===== src/rtl/peri_pdm_decimator.sv =====
// peri_pdm_decimator: 3rd-order CIC PDM-to-PCM decimator with a sample FIFO,
// drained over an 8-bit zero-wait-state Wishbone B4 slave port.
// Optional build macro PERI_PDM_DECIMATOR_DC_BLOCK_EN inserts a DC-removal
// high-pass filter between saturation and the FIFO (adds one cycle of latency).
module peri_pdm_decimator #(
    parameter int unsigned DecimR    = 64,
    parameter int unsigned AudioBits = 16,
    parameter int unsigned FifoDepth = 8
) (
    input  logic       clk_i,
    input  logic       rst_ni,
    input  logic       wb_we_i,
    input  logic       wb_adr_i,
    input  logic [7:0] wb_dat_i,
    input  logic       wb_stb_i,
    output logic [7:0] wb_dat_o,
    output logic       wb_ack_o,
    input  logic       pdm_valid_i,
    input  logic       pdm_data_i,
    output logic       irq_o
);

    localparam int unsigned DecBits  = $clog2(DecimR);
    localparam int unsigned W        = 3 * DecBits + 2;
    localparam int unsigned AddrBits = $clog2(FifoDepth);
    localparam int unsigned CntBits  = AddrBits + 1;
    localparam int unsigned WX       = W + AudioBits;
    localparam int unsigned Shr      = (W - 1 > AudioBits) ? (W - 1 - AudioBits) : 0;
    localparam int unsigned Shl      = (AudioBits > W - 1) ? (AudioBits - (W - 1)) : 0;

    // Scale the comb output to AudioBits and clamp to the signed range.
    function automatic logic [AudioBits-1:0] scale_sat(input logic [W-1:0] v);
        logic signed [WX-1:0] ext;
        logic signed [WX-1:0] scaled;
        ext    = $signed({{AudioBits{v[W-1]}}, v});
        scaled = (ext >>> Shr) <<< Shl;
        if (scaled[WX-1:AudioBits-1] == {(WX - AudioBits + 1){scaled[WX-1]}}) begin
            return scaled[AudioBits-1:0];
        end else if (scaled[WX-1]) begin
            return {1'b1, {(AudioBits - 1){1'b0}}};
        end else begin
            return {1'b0, {(AudioBits - 1){1'b1}}};
        end
    endfunction

    // Control / status registers
    logic enable_q, enable_d;
    logic irq_en_q, irq_en_d;
    logic overflow_q, overflow_d;
    logic byte_ptr_q, byte_ptr_d;
    logic irq_q, irq_d;

    // CIC state
    logic [W-1:0]       i1_q, i1_d, i2_q, i2_d, i3_q, i3_d;
    logic [W-1:0]       c1_dly_q, c1_dly_d, c2_dly_q, c2_dly_d, c3_dly_q, c3_dly_d;
    logic [W-1:0]       c3_q, c3_d;
    logic [DecBits-1:0] dec_cnt_q, dec_cnt_d;
    logic [1:0]         warm_q, warm_d;
    logic               cand_valid_q, cand_valid_d;

    // FIFO state
    logic [AudioBits-1:0] mem_q [FifoDepth];
    logic [AudioBits-1:0] mem_d [FifoDepth];
    logic [AddrBits-1:0]  wr_ptr_q, wr_ptr_d, rd_ptr_q, rd_ptr_d;
    logic [CntBits-1:0]   count_q, count_d;

    // Decoded strobes and datapath intermediates
    logic                 ctrl_wr_c, data_rd_c, clear_c, cic_zero_c, upd_c, wrap_c;
    logic                 pop_c, push_ok_c, full_c, push_req_c;
    logic [W-1:0]         x_c, comb1_c, comb2_c, comb3_c;
    logic [AudioBits-1:0] head_c, push_data_c;
    logic [3:0]           cnt4_c;
    logic                 unused_dat_c;

    assign unused_dat_c = ^wb_dat_i[7:3];
    assign wb_ack_o     = wb_stb_i;
    assign irq_o        = irq_q;

    // Bus decode and CIC input mapping (+1 / -1)
    always_comb begin
        ctrl_wr_c  = wb_stb_i && wb_we_i && !wb_adr_i;
        data_rd_c  = wb_stb_i && !wb_we_i && wb_adr_i;
        clear_c    = ctrl_wr_c && wb_dat_i[0];
        cic_zero_c = clear_c || !enable_q;
        upd_c      = pdm_valid_i && enable_q;
        wrap_c     = upd_c && (dec_cnt_q == DecBits'(DecimR - 1));
        x_c        = pdm_data_i ? W'(1) : {W{1'b1}};
    end

    // Integrators, decimation counter, comb stages and warm-up gating
    always_comb begin
        i1_d         = i1_q;
        i2_d         = i2_q;
        i3_d         = i3_q;
        c1_dly_d     = c1_dly_q;
        c2_dly_d     = c2_dly_q;
        c3_dly_d     = c3_dly_q;
        c3_d         = c3_q;
        dec_cnt_d    = dec_cnt_q;
        warm_d       = warm_q;
        cand_valid_d = 1'b0;
        comb1_c      = (i3_q + i2_q) - c1_dly_q;
        comb2_c      = comb1_c - c2_dly_q;
        comb3_c      = comb2_c - c3_dly_q;
        if (cic_zero_c) begin
            i1_d      = '0;
            i2_d      = '0;
            i3_d      = '0;
            c1_dly_d  = '0;
            c2_dly_d  = '0;
            c3_dly_d  = '0;
            c3_d      = '0;
            dec_cnt_d = '0;
            warm_d    = '0;
        end else if (upd_c) begin
            i1_d      = i1_q + x_c;
            i2_d      = i2_q + i1_q;
            i3_d      = i3_q + i2_q;
            dec_cnt_d = dec_cnt_q + DecBits'(1);
            if (wrap_c) begin
                c1_dly_d     = i3_q + i2_q;
                c2_dly_d     = comb1_c;
                c3_dly_d     = comb2_c;
                c3_d         = comb3_c;
                cand_valid_d = (warm_q == 2'd3);
                warm_d       = (warm_q == 2'd3) ? 2'd3 : warm_q + 2'd1;
            end
        end
    end

`ifdef PERI_PDM_DECIMATOR_DC_BLOCK_EN
    localparam int unsigned DcBits = AudioBits + 8;

    logic [AudioBits-1:0]     dc_x_q, dc_x_d;
    logic [DcBits-1:0]        dc_y_q, dc_y_d;
    logic                     dc_valid_q, dc_valid_d;
    logic [AudioBits-1:0]     dc_in_c;
    logic signed [DcBits-1:0] dc_ys_c;

    // DC-removal high-pass: y = x - x_prev + y_prev - (y_prev >>> 8)
    always_comb begin
        dc_x_d     = dc_x_q;
        dc_y_d     = dc_y_q;
        dc_valid_d = 1'b0;
        dc_in_c    = scale_sat(c3_q);
        dc_ys_c    = $signed(dc_y_q);
        if (cic_zero_c) begin
            dc_x_d = '0;
            dc_y_d = '0;
        end else if (cand_valid_q) begin
            dc_valid_d = 1'b1;
            dc_x_d     = dc_in_c;
            dc_y_d     = {{8{dc_in_c[AudioBits-1]}}, dc_in_c}
                       - {{8{dc_x_q[AudioBits-1]}}, dc_x_q}
                       + dc_y_q - DcBits'(dc_ys_c >>> 8);
        end
    end

    // Filter output saturation feeds the FIFO
    always_comb begin
        push_req_c = dc_valid_q;
        if (dc_y_q[DcBits-1:AudioBits-1] == {(DcBits - AudioBits + 1){dc_y_q[DcBits-1]}}) begin
            push_data_c = dc_y_q[AudioBits-1:0];
        end else if (dc_y_q[DcBits-1]) begin
            push_data_c = {1'b1, {(AudioBits - 1){1'b0}}};
        end else begin
            push_data_c = {1'b0, {(AudioBits - 1){1'b1}}};
        end
    end

    // DC filter state registers
    always_ff @(posedge clk_i) begin
        if (!rst_ni) begin
            dc_x_q     <= '0;
            dc_y_q     <= '0;
            dc_valid_q <= 1'b0;
        end else begin
            dc_x_q     <= dc_x_d;
            dc_y_q     <= dc_y_d;
            dc_valid_q <= dc_valid_d;
        end
    end
`else
    // Saturated CIC output feeds the FIFO directly
    always_comb begin
        push_req_c  = cand_valid_q;
        push_data_c = scale_sat(c3_q);
    end
`endif

    // FIFO push/pop, byte pointer, control writes and interrupt level
    always_comb begin
        enable_d   = enable_q;
        irq_en_d   = irq_en_q;
        overflow_d = overflow_q;
        byte_ptr_d = byte_ptr_q;
        wr_ptr_d   = wr_ptr_q;
        rd_ptr_d   = rd_ptr_q;
        count_d    = count_q;
        mem_d      = mem_q;
        head_c     = mem_q[rd_ptr_q];
        full_c     = (count_q == CntBits'(FifoDepth));
        pop_c      = data_rd_c && (count_q != '0) && byte_ptr_q;
        push_ok_c  = push_req_c && (!full_c || pop_c);
        irq_d      = irq_en_q && (count_q != '0);
        if (ctrl_wr_c) begin
            enable_d = wb_dat_i[1];
            irq_en_d = wb_dat_i[2];
        end
        if (clear_c) begin
            overflow_d = 1'b0;
            byte_ptr_d = 1'b0;
            wr_ptr_d   = '0;
            rd_ptr_d   = '0;
            count_d    = '0;
        end else begin
            if (data_rd_c && (count_q != '0)) begin
                byte_ptr_d = !byte_ptr_q;
            end
            if (pop_c) begin
                rd_ptr_d = rd_ptr_q + AddrBits'(1);
            end
            if (push_ok_c) begin
                mem_d[wr_ptr_q] = push_data_c;
                wr_ptr_d        = wr_ptr_q + AddrBits'(1);
            end else if (push_req_c) begin
                overflow_d = 1'b1;
            end
            count_d = count_q + CntBits'(push_ok_c) - CntBits'(pop_c);
        end
    end

    // Read data mux: STATUS or the selected byte of the FIFO head
    always_comb begin
        cnt4_c = (32'(count_q) > 32'd15) ? 4'hF : 4'(count_q);
        if (wb_adr_i) begin
            if (count_q == '0) begin
                wb_dat_o = 8'h00;
            end else if (byte_ptr_q) begin
                wb_dat_o = 8'(head_c >> 8);
            end else begin
                wb_dat_o = head_c[7:0];
            end
        end else begin
            wb_dat_o = {overflow_q, irq_en_q, enable_q, byte_ptr_q, cnt4_c};
        end
    end

    // State registers with synchronous active-low reset
    always_ff @(posedge clk_i) begin
        if (!rst_ni) begin
            enable_q     <= 1'b0;
            irq_en_q     <= 1'b0;
            overflow_q   <= 1'b0;
            byte_ptr_q   <= 1'b0;
            irq_q        <= 1'b0;
            i1_q         <= '0;
            i2_q         <= '0;
            i3_q         <= '0;
            c1_dly_q     <= '0;
            c2_dly_q     <= '0;
            c3_dly_q     <= '0;
            c3_q         <= '0;
            dec_cnt_q    <= '0;
            warm_q       <= '0;
            cand_valid_q <= 1'b0;
            wr_ptr_q     <= '0;
            rd_ptr_q     <= '0;
            count_q      <= '0;
            for (int i = 0; i < int'(FifoDepth); i++) begin
                mem_q[i] <= '0;
            end
        end else begin
            enable_q     <= enable_d;
            irq_en_q     <= irq_en_d;
            overflow_q   <= overflow_d;
            byte_ptr_q   <= byte_ptr_d;
            irq_q        <= irq_d;
            i1_q         <= i1_d;
            i2_q         <= i2_d;
            i3_q         <= i3_d;
            c1_dly_q     <= c1_dly_d;
            c2_dly_q     <= c2_dly_d;
            c3_dly_q     <= c3_dly_d;
            c3_q         <= c3_d;
            dec_cnt_q    <= dec_cnt_d;
            warm_q       <= warm_d;
            cand_valid_q <= cand_valid_d;
            wr_ptr_q     <= wr_ptr_d;
            rd_ptr_q     <= rd_ptr_d;
            count_q      <= count_d;
            mem_q        <= mem_d;
        end
    end

endmodule


===== config.mk =====
export PLATFORM = sky130hd
export DESIGN_NAME = peri_pdm_decimator
export DESIGN_NICKNAME = d
export VERILOG_FILES = /design/src/rtl/peri_pdm_decimator.sv
export SDC_FILE = /design/constraint.sdc
export NUM_CORES = 1
export LEC_CHECK = 0
export ABC_AREA = 0
export CAP_MARGIN = 20
export CORE_MARGIN = 2
export CORE_UTILIZATION = 40
export CTS_CLUSTER_SIZE = 24
export DETAILED_ROUTE_END_ITERATION = 12
export PLACE_DENSITY_LB_ADDON = 0.08
export SLEW_MARGIN = 5
export SYNTH_ARGS = -nofsm -noshare
export SYNTH_HDL_FRONTEND = slang
export SYNTH_SLANG_ARGS = --single-unit

===== constraint.sdc =====
create_clock -name clk_i -period 12.12 [get_ports clk_i]
set_clock_uncertainty 0.05 [all_clocks]
set_input_delay 1.818 -clock clk_i [delete_from_list [all_inputs] [get_ports clk_i]]
set_output_delay 1.818 -clock clk_i [all_outputs]
set_load 0.02 [all_outputs]

Word level (Yosys, flattened, before mapping). Index checks and enable logic that the tools add are counted. Widths: inputs -> output; s select.

Add/sub/neg operators: 12. $mul: 0. Divide/modulo/power cells: 0. Magnitude comparators: 3. Eq/ne operators: 4. Shifts and indexed selects: 0. Muxes and demuxes: 13. Bitwise operators: 7. Reductions and logical operators: 27.

Operator list (count): $bwmux 128 (1); $mux 16 (5); $add 20x20->20 (3); $sub 20x20->20 (3); $bmux 16 s3 (1); $demux 16 s3 (1); $mux 8 (3); $mux 20 (1); $logic_and 1x1->1 (12); $ge 4x4->1 const B (2); $not 3->4 (2); $add 3x1->3 const B (2); $add 6x1->6 const B (1); $eq 6x6->1 const B (1); $reduce_and 2->1 (3); $logic_not 1->1 (5); $not 1->1 (5); $add 4x1->4 (1); $eq 4x4->1 const B (1); $logic_not 4->1 (1); $lt 4x1->1 const B (1); $reduce_bool 4->1 (1); $reduce_or 2->1 (2); $reduce_or 4->1 (1); 6 further kinds (7).

Register bits: 292. Bits in latches: 0. Bits in writable memories: 0. Memory bits (read-only): 0. Output and inout port bits: 10. Word-level logic and storage cells: 92. Memories kept: 0.

Depth between registers and ports, before layout.
Depth in word-level cells: 9. Gate-level depth with buffers: 34.

Worst setup path before layout. No wires, ideal clock.

Kind: register to register. Start: reg i2_q[0]. End: reg c3_q[19]. Arrival: 5870 ps. Path slack: 6138 ps. Cell stages (with the launch flop): 35. Buffers on the path: 0. Period minus slack after synthesis: 5982 ps. Cells stage by stage: dfxtp_1 -> ha_1 -> inv_1 -> fa_1 -> nor2b_1 -> o21ai_0 -> a21boi_0 -> o21a_1 -> nor2_1 -> xnor2_1 -> ha_1 -> a21oi_1 -> nand2_1 -> o21ai_0 -> o21bai_1 -> a21oi_1 -> xnor2_1 -> ha_1 -> a21oi_1 -> o22ai_1 -> a31oi_1 -> nand2b_1 -> a21oi_1 -> xnor2_1 -> ha_1 -> a21o_1 -> a21o_1 -> a21oi_1 -> o21ai_0 -> nand3_1 -> nand2_1 -> a211oi_1 -> xnor2_1 -> or3_1 -> nand3_1.

Cells in the longest elaborated chain, start to end: 4.

Ends and longest elaborated chain: start, declared (RTL line 54) `logic [W-1:0] i1_q, i1_d, i2_q, i2_d, i3_q, i3_d;`; start signal, assigned (RTL line 280) `i2_q <= i2_d;`; $add 20x20->20 (RTL line 102) `comb1_c = (i3_q + i2_q) - c1_dly_q;`; $sub 20x20->20 (RTL line 102); named net comb1_c[9] (RTL line 70) `logic [W-1:0] x_c, comb1_c, comb2_c, comb3_c;`; $sub 20x20->20 (RTL line 103) `comb2_c = comb1_c - c2_dly_q;`; named net comb2_c[12] (RTL line 70); $sub 20x20->20 (RTL line 104) `comb3_c = comb2_c - c3_dly_q;`; end signal, assigned (RTL line 263) `c3_q <= '0;`; end signal, assigned (RTL line 285) `c3_q <= c3_d;`; end, declared (RTL line 56) `logic [W-1:0] c3_q, c3_d;`.

The timed path passes the listed nets, and every way through them passes these cells. A chain may end at the register's enable or synchronous reset.

Worst setup path after layout. Same ends and word-level chain as after synthesis.

==> impl_metrics.py <==
metrics = {
    "critical_path": {
        "timing.rr.end": "c3_q[19]",
        "critPathTopFamily": "compound AO/OA/AOI/OAI gates",
        "endpoint_kind": "flip-flop",
        "r2r-start": "i2_q[0]",
        "path_class": "flip-flop to flip-flop",
        "cp-start-kind": "flip-flop",
        "cp_max_fo": 6,
        "path_depth": 34,
        "endpoint": "c3_q[19]",
        "slowest_stage": "a21boi_0",
        "crit_buf_inv": 1,
        "cp.arrival_ns": 7.45,
        "path_common_cell": "a21oi_1",
        "slowest_delay_ns": 0.44,
        "critPathRequiredTime_ns": 12.55,
        "rrSetupSlack_ns": 5.10,
        "critPathLaunch": "i2_q[0]",
        "r2r_cells": 34,
    },
    "power": {
        "internal_power_mw": 1.64,
        "vdd_drop_max_mv": 0.0880,
        "finalPower_mw": 2.13,
        "combPwrFrac_pct": 4.8,
        "swShare_pct": 22.8,
        "p_clk_share_pct": 50.5,
        "switchingPower_uw": 485,
        "powerDensity_nw_per_um2": 114,
        "power_leakage_nw": 7.06,
        "seqPwrFrac_pct": 44.7,
    },
    "synthesis": {
        "synth.area.mux_share_pct": 10.1,
        "ys_async_sr_fraction_pct": 0,
        "synth_largest_area_cell": "dfxtp_1",
        "synth_edf_count": 0,
        "ys.flop_type": "dfxtp_1",
        "synth_compound_area_share_pct": 17.5,
        "synthAdderAreaFrac_pct": 9.84,
        "synth_xor_area_share_pct": 5.68,
        "synth_top_area_share_pct": 34.3,
        "post_synth_inst_count": 1970,
        "yosysSeqAreaShare_pct": 34.3,
        "synthesis.area_um2": 16900,
        "yosys-top-cells-area": "dfxtp_1 34%, ha_1 9.1%, nand2_1 7.4%",
        "synthSimpleGateAreaFrac_pct": 17.4,
        "synth_commonest_cells": "332 x nand2_1, 289 x dfxtp_1, 174 x a21oi_1, 124 x inv_1, 123 x ha_1",
        "syn_nets": 2114,
        "synthDistinctLibCells": 75,
        "synth_top_family_by_area": "compound AO/OA/AOI/OAI gates",
        "avgSynthCellArea_um2": 8.56,
        "yosys_warnings": 0,
        "synth_most_common_cell": "nand2_1",
        "ys_ff_latch": 289,
    },
    "detailed_routing": {
        "drc": 0,
        "first_iter_violations": 657,
        "wl_um": 40600,
        "drtAntennaViolNets": 0,
        "vias_per_cell": 5.20,
        "firstDrtPassIters": 5,
        "wl_per_cell_um": 16.2,
        "via_count": 13037,
    },
    "global_routing": {
        "grt_pass1_vias": 12812,
        "grt_first_pass_wirelength_um": 67700,
        "grt_usage_pct": 19.1,
        "overflow": 0,
        "antenna_found_initial": 0,
        "grt_max_degree": 119,
    },
    "clocking": {
        "clock-sinks": 289,
        "cts-root-buf": "clkbuf_16",
        "clockBufferDepth": 3,
        "cts_resized": 0,
        "numCtsBuffers": 36,
        "clk_pin_slew_ns": 0.06,
        "cts_hold_buf": 0,
        "clkLatencyLatePin_ns": 0.54,
        "htreeDepth": 2,
        "cts_tree": "done",
        "postCtsSetupRepairBufs": 0,
    },
    "placed_design": {
        "io_buffers": 19,
        "hpwlAfterDp_um": 27100,
        "gp_congestion": 0.768,
        "placed_cells": 2444,
        "pre_cts_ws_ns": 5.10,
    },
    "timing": {
        "hold_violations": 0,
        "rsz0062_at_grt": "no",
        "post-route-period-util_pct": 57.9,
        "fin_crit_ns": 7.02,
        "setup_ws_ns": 5.10,
        "slew_violations": 0,
        "relSlewSlack_pct": 26.5,
        "worst_pin_slew_ns": 1.10,
        "setup_tns_ns": 0,
        "fmax_ghz": 0.143,
        "finalSetupViolCount": 0,
    },
    "worst_hold_path": {
        "hold_path.class": "flip-flop to flip-flop",
    },
    "die": {
        "die_y_um": 209,
        "placementRows": 75,
        "die-area_um2": 43800,
        "num_io_pins": 25,
        "dieWidth_um": 209,
        "start_util_pct": 40.4,
        "fp.coreArea_um2": 41800,
    },
    "outcome": {
        "status": "complete, no violations",
    },
    "final_layout": {
        "area.growth.synth_to_final_pct": 10.4,
        "fin_nets": 2088,
        "drive_gt1_share_pct": 7.31,
        "diodes": 0,
        "final_util_pct": 44.6,
        "stdcell_count": 2508,
    },
    "run": {
        "drv_cap": 0,
    },
}
## final cells by class
type | instances | area (µm²)
sequential | 289 | 5790
clock buffer | 57 | 1110
fill | 4158 | 23100
clock inverter | 6 | 70.1
inverter | 124 | 465
timing repair buffer | 33 | 293
multi-input combinational | 1460 | 10200
tap | 539 | 674
## metal layers
metal  track usage, %  up-vias  wire, µm
li1                 -     6741         -
met1             23.8     6136     19000
met2             34.0      103     19500
met3             2.33       57       940
met4             6.58        0      1120
met5                0        -         0
## worst min path at each step
| stage | start | endpoint | slack, ns | cells after the start |
|---|---|---|---|---|
| after floorplan | c3_q[12] | c3_q[12] | 0.38 | 2 |
| after global placement | mem_q[121] | mem_q[121] | 0.39 | 2 |
| after detailed placement | mem_q[123] | mem_q[123] | 0.40 | 2 |
| after CTS | mem_q[123] | mem_q[123] | 0.40 | 2 |
| after global routing | mem_q[61] | mem_q[61] | 0.42 | 2 |
| final | c2_dly_q[4] | c2_dly_q[4] | 0.40 | 2 |
## power by group through the flow
stage          clock network (mW)  logic (mW)  registers [mW]
2_1_floorplan                   0      0.0800           0.972
3_3_place_gp                    0       0.101           0.972
3_5_place_dp                    0       0.102           0.972
4_1_cts                      1.11       0.103           0.951
5_1_grt                      1.15       0.114           0.951
6_report                     1.08       0.102           0.952
## flip-flops by register name (all words and copies together), names as in the netlist
| signal | cells |
|---|---|
| warm_q | 2 |
| irq_en_q | 1 |
| dec_cnt_q | 6 |
| c2_dly_q | 20 |
| i2_q | 20 |
| cnt4_c | 4 |
| i3_q | 20 |
| rd_ptr_q | 3 |
| byte_ptr_q | 1 |
| wr_ptr_q | 3 |
| i1_q | 20 |
| irq_o | 1 |
| c1_dly_q | 20 |
| mem_q | 128 |
| c3_q | 17 |
| overflow_q | 1 |
| enable_q | 1 |
| c3_dly_q | 20 |
| cand_valid_q | 1 |
## through the flow
| stage | hold WS (ns) | instance area, µm² |
|---|---|---|
| floorplan | 0.382 | 16900 |
| global placement | 0.387 | 17400 |
| detailed placement | 0.395 | 17400 |
| CTS | 0.403 | 18600 |
| global route | 0.418 | 18600 |
| finish | 0.401 | 18600 |
## cell families (layout without fill, tap and decap cells)
| group | count (synthesis) | after routing |
|---|---|---|
| XOR/XNOR | 105 | 105 |
| buffers and inverters | 221 | 220 |
| AO/OA/AOI/OAI | 460 | 460 |
| multiplexers | 121 | 121 |
| adder cells (fa/ha/maj) | 129 | 129 |
| AND/OR/NAND/NOR | 645 | 645 |
| flip-flops | 289 | 289 |
## worst min-delay path, cell delays in order (launching register included)
cell and delay (ns):
dfxtp_1 0.30, nand2_1 0.05, a21oi_1 0.05
## layout by cell type (no fill, tap or decap), types with 17 or more instances in the layout
| cell | n |
|---|---|
| xnor2_1 | 66 |
| mux4_2 | 39 |
| nor3_1 | 18 |
| nor2b_1 | 55 |
| nand2_1 | 332 |
| a21o_1 | 26 |
| clkbuf_16 | 38 |
| a21boi_0 | 58 |
| o21ai_0 | 56 |
| a211oi_1 | 25 |
| inv_1 | 124 |
| ha_1 | 123 |
| mux2i_1 | 81 |
| a21oi_1 | 174 |
| o21bai_1 | 20 |
| nand3_1 | 32 |
| dfxtp_1 | 288 |
| clkdlybuf4s50_1 | 17 |
| nor2_1 | 114 |
| xor2_1 | 36 |
Power figures use the tool's default switching activity.
